`config.mk`:
```
export PLATFORM = sky130hd
export DESIGN_NAME = fetch_decode_queue
export DESIGN_NICKNAME = d
export VERILOG_FILES = /design/src/rtl/fetch_decode_queue.sv
export SDC_FILE = /design/constraint.sdc
export NUM_CORES = 1
export LEC_CHECK = 0
export CORE_MARGIN = 2
export CORE_UTILIZATION = 50
export CTS_CLUSTER_SIZE = 20
export DETAILED_ROUTE_END_ITERATION = 12
export HOLD_SLACK_MARGIN = 0.08
export PLACE_DENSITY_LB_ADDON = 0.2
export RECOVER_POWER = 50
export SETUP_SLACK_MARGIN = 0.05
export SLEW_MARGIN = 20
export SYNTH_ARGS = -nofsm -noshare
export SYNTH_HDL_FRONTEND = slang
export SYNTH_SLANG_ARGS = --single-unit
```
`constraint.sdc`:
```
create_clock -name clk -period 8.5 [get_ports clk]
set_clock_uncertainty 0.2 [all_clocks]
set_input_delay 1.7 -clock clk [delete_from_list [all_inputs] [get_ports clk]]
set_output_delay 1.7 -clock clk [all_outputs]
set_load 0.05 [all_outputs]
```
`src/rtl/fetch_decode_queue.sv`:
```
// fetch_decode_queue: circular instruction buffer between fetch and decode.
// Entries are {pc, inst, fault}; the head is presented combinationally from
// storage (first-word fall-through) and gated to zero while the queue is empty.
// A synchronous flush empties the queue on a control-flow redirect.
module fetch_decode_queue #(
  parameter int DEPTH = 4,
  parameter int XLEN  = 64,
  parameter int ILEN  = 32
) (
  input  logic                       clk,
  input  logic                       reset,
  input  logic                       in_valid,
  output logic                       in_ready,
  input  logic [XLEN-1:0]            in_pc,
  input  logic [ILEN-1:0]            in_inst,
  input  logic                       flush,
  output logic                       out_valid,
  input  logic                       out_ready,
  output logic [XLEN-1:0]            out_pc,
  output logic [ILEN-1:0]            out_inst,
  output logic                       out_fault,
  output logic [$clog2(DEPTH):0]     count
);

  localparam int PTR_W = $clog2(DEPTH);
  localparam int CNT_W = PTR_W + 1;
  localparam logic [CNT_W-1:0] FULL_COUNT = CNT_W'(DEPTH);
  localparam logic [PTR_W-1:0] LAST_SLOT  = PTR_W'(DEPTH - 1);

  // Entry storage, split per field so each array has a natural width.
  logic [XLEN-1:0] pc_mem    [DEPTH];
  logic [ILEN-1:0] inst_mem  [DEPTH];
  logic            fault_mem [DEPTH];

  logic [PTR_W-1:0] wr_ptr_q, wr_ptr_d;
  logic [PTR_W-1:0] rd_ptr_q, rd_ptr_d;
  logic [CNT_W-1:0] count_q,  count_d;

  logic empty;
  logic full;
  logic push;
  logic pop;

  assign empty = (count_q == '0);
  assign full  = (count_q == FULL_COUNT);

  // Ready depends only on occupancy, so there is no out_ready -> in_ready path.
  assign in_ready  = !full;
  assign out_valid = !empty;

  // Flush wins over both transfers; the same-cycle input and head are untouched.
  assign push = in_valid && in_ready  && !flush;
  assign pop  = out_valid && out_ready && !flush;

  // Next-state for pointers and occupancy.
  always_comb begin
    // NOTE: every variable driven here gets a default first, so no path can
    // leave it unassigned and infer a latch.
    wr_ptr_d = wr_ptr_q;
    rd_ptr_d = rd_ptr_q;
    count_d  = count_q;
    if (flush) begin
      wr_ptr_d = '0;
      rd_ptr_d = '0;
      count_d  = '0;
    end else begin
      if (push) begin
        wr_ptr_d = (wr_ptr_q == LAST_SLOT) ? '0 : wr_ptr_q + 1'b1;
      end
      if (pop) begin
        rd_ptr_d = (rd_ptr_q == LAST_SLOT) ? '0 : rd_ptr_q + 1'b1;
      end
      case ({push, pop})
        2'b10:   count_d = count_q + 1'b1;
        2'b01:   count_d = count_q - 1'b1;
        default: count_d = count_q;
      endcase
    end
  end

  // Pointer and occupancy registers, cleared asynchronously.
  always_ff @(posedge clk or posedge reset) begin
    // NOTE: sequential state uses non-blocking assignments so every register
    // samples the pre-edge values regardless of statement order.
    if (reset) begin
      wr_ptr_q <= '0;
      rd_ptr_q <= '0;
      count_q  <= '0;
    end else begin
      wr_ptr_q <= wr_ptr_d;
      rd_ptr_q <= rd_ptr_d;
      count_q  <= count_d;
    end
  end

  // Entry write on push; the misalignment flag is computed once at entry time.
  always_ff @(posedge clk) begin
    // NOTE: storage has no reset; an entry is only ever read after a push has
    // written it, because the output is gated whenever count is zero.
    if (push) begin
      pc_mem[wr_ptr_q]    <= in_pc;
      inst_mem[wr_ptr_q]  <= in_inst;
      fault_mem[wr_ptr_q] <= (in_pc[1:0] != 2'b00);
    end
  end

  // Head presentation, forced to zero while empty.
  always_comb begin
    out_pc    = '0;
    out_inst  = '0;
    out_fault = 1'b0;
    if (!empty) begin
      out_pc    = pc_mem[rd_ptr_q];
      out_inst  = inst_mem[rd_ptr_q];
      out_fault = fault_mem[rd_ptr_q];
    end
  end

  assign count = count_q;

endmodule

```
==> results.json <==
{
  "status": "finished, violations left",
  "failed_checks": "capacitance limit, slew limit",
  "drt_first_iter_violations": 498,
  "drive_gt1_share_pct": 17.96,
  "synth_seq_cells": 395,
  "cts.sinks": 395,
  "synth_area_leaders": "edfxtp_1 (77%), mux4_2 (14%), and2_1 (4.2%)",
  "report.final.slew_viol_count": 96,
  "fmax_ghz": 0.1502,
  "globalRouteOverflowTotal": 0,
  "critPathSlowestCell": "and2_0",
  "port_buffers": 202,
  "rsz0062_at_grt": "no",
  "cp_top_family": "simple AND/OR/NAND/NOR gates",
  "cts_hold_buf": 0,
  "ctsLongestPathBuffers": 3,
  "wl_per_cell_um": 22.29,
  "synth_fp_nets": 788,
  "root_buffer": "clkbuf_16",
  "seq_area_mm2": 0.01183,
  "fp.dieW_um": 178.1,
  "cpPeakStageDelay_ns": 2.73,
  "drtPass1Iterations": 4,
  "p_leak_nw": 5.959,
  "start_kind": "primary input",
  "antenna_found_initial": 6,
  "nFillCells": 2006,
  "synth_edf_count": 388,
  "setup_viol": 0,
  "max_slew_margin_pct": -149.7,
  "start_util_pct": 51.01,
  "synth_top_area_share_pct": 76.86,
  "netlist_instances": 681,
  "place_inst": 1245,
  "die_h_um": 178.1,
  "max-vdd-ir-drop_uv": 184.7,
  "core_area_mm2": 0.02972,
  "avgSynthCellArea_um2": 22.26,
  "synth-main-ff-cell": "edfxtp_1",
  "seq_area_frac_synth_pct": 78.02,
  "cts_buffers": 41,
  "period_needed_ns": 6.660,
  "crit_path_start": "in_valid",
  "routed-via-count": 7323,
  "synthArstFlopShare_pct": 1.772,
  "area_delta_synth_final_pct": 24.17,
  "synthesis.area_mm2": 0.01516,
  "powerDensity_mw_per_mm2": 248.0,
  "wirelength_mm": 29.49,
  "ant_nets": 0,
  "multi_input_area_mm2": 0.003148,
  "viasPerCell": 5.535,
  "gp_congestion": 0.7263,
  "rows": 63,
  "cts_tree": "yes",
  "cp-end-kind": "register",
  "grt_max_degree": 83,
  "crit_arrival_ns": 6.62,
  "r2r_start": "count[2]",
  "worstSkewPairLatency_ns": 0.52,
  "dieArea_mm2": 0.03173,
  "worstPathCellList": "dlygate4sd3_1 -> nand2_1 -> nor2_1 -> and2_0 -> buf_4",
  "synth_warnings": 0,
  "postCtsResizedCells": 0,
  "fin_crit_sh_pct": 78.35,
  "clk_pin_slew_worst_paths_ns": 0.05,
  "hold_class": "register to register",
  "synth.most_common_cell": "edfxtp_1",
  "final_hold_viol_count": 0,
  "synth_top_area_cell": "edfxtp_1",
  "crit_fanout": 51,
  "grt_pass1_wl_mm": 45.21,
  "path_buf_inv": 2,
  "drc": 0,
  "top_level_ports": 203,
  "cp.required_ns": 8.46,
  "grtUsageTotal_pct": 19.03,
  "tns_ns": 0,
  "worst_pin_slew_ns": 3.744,
  "worstHoldStart": "wr_ptr_q[1]",
  "h-tree-depth": 2,
  "path_class": "primary input to register",
  "cts_setup_buffers": 0,
  "nets": 1005,
  "synthTopCellsByCount": "edfxtp_1 (388), and2_1 (101), mux4_2 (97)",
  "place_hpwl_mm": 17.04,
  "synth.distinct_cells": 29,
  "grt_pass1_vias": 8079,
  "max_cap_violations": 2,
  "fin_cells": 1323
}
[registers in the layout (all words and copies together) (netlist names)]
register and flops:
pc_mem 256, inst_mem 128, fault_mem 4, count 3, rd_ptr_q 2, wr_ptr_q 2
[layout make-up]
cell class	instances	share of cell area (%)
Multi-Input combinational cell	247	16.73
Tap cell	390	2.593
Clock inverter	29	1.097
Clock buffer	46	5.551
Antenna cell	3	0.03989
Inverter	3	0.05983
Timing Repair Buffer	210	11.06
Sequential cell	395	62.87
[kinds of logic (layout without fill, tap and decap cells)]
family                   Yosys count  in the layout  synth area share (%)
AO/OA/AOI/OAI                     10             10                0.4045
XOR/XNOR                           2              2                0.1156
adder cells (fa/ha/maj)            6              6                0.5448
buffers and inverters             39            288                 1.255
flip-flops                       395            395                 78.02
multiplexers                      98             98                 14.49
other                              0              3                     0
AND/OR/NAND/NOR                  131            131                 5.176
[power by group]
part	internal (mW)	switching [mW]	total, mW
Combinational	0.297	0.488	0.785
Sequential	2.21	0.0274	2.24
Clock	0.947	0.699	1.65
Total	3.45	1.21	4.67
[tightest hold or removal path, delay by kind of cell (launching register included)]
family / cells / cell delay, ns
simple gates: 1 / 0.07
flops: 1 / 0.41
compound gates: 1 / 0.06
[placed cells by master (no fill, tap or decap), types with 2 or more instances in the layout]
cell type | synthesis | final
edfxtp_1 | 388 | 388
mux4_2 | 97 | 97
nor3_1 | 3 | 3
clkdlybuf4s50_1 | 0 | 103
dfrtp_1 | 7 | 5
and2_1 | 101 | 97
clkinv_8 | 0 | 2
a21oi_1 | 4 | 4
or3b_2 | 2 | 2
clkinv_1 | 0 | 17
inv_1 | 3 | 3
xnor2_1 | 2 | 2
clkbuf_1 | 19 | 5
clkinv_2 | 0 | 5
nand3_1 | 4 | 4
bufinv_16 | 0 | 2
nand2_1 | 7 | 7
and2_0 | 0 | 2
or3_1 | 3 | 2
dlygate4sd3_1 | 0 | 99
clkbuf_16 | 0 | 41
buf_4 | 0 | 8
diode_2 | 0 | 3
and2_4 | 0 | 2
dfrtp_4 | 0 | 2
ha_1 | 5 | 5
nand2b_1 | 2 | 2
o21ai_0 | 2 | 2
nor2_1 | 6 | 6
[path summary, 6_finish.rpt]
path / end / slack (ns) / cells past startpoint
setup reg to reg: pc_mem[0][9] / 3.12 / 5
setup / recovery: pc_mem[0][9] / 1.84 / 5
hold reg to reg: wr_ptr_q[1] / 0.38 / 2
max in group asynchronous: rd_ptr_q[1] / 6.44 / 2
hold / removal: wr_ptr_q[1] / 0.38 / 2
min in group asynchronous: count[1] / 1.41 / 2
[routing by layer]
layer  routed length (µm)  GRT usage (%)  up-vias
li1                     -              -     3207
met2                15300          33.19      224
met1                11720          24.11     3837
met5                   41              0        -
met3                 1812          4.263       49
met4                  608          5.362        6
[stage by stage]
stage | power [mW] | setup WS, ns | hold WS, ns | area, µm² | util [%]
after detailed placement | 3.082 | 3.449 | 0.3750 | 17570 | 59.12
after CTS | 4.730 | 2.886 | 0.3831 | 18820 | 63.33
after global routing | 4.832 | 1.387 | 0.4243 | 18820 | 63.34
after floorplan | 2.795 | 3.300 | 0.3425 | 15160 | -
after global placement | 3.069 | 3.465 | 0.3524 | 17570 | 59.12
final | 4.668 | 1.840 | 0.3808 | 18820 | 63.34
(Power assumes the default switching activity.)
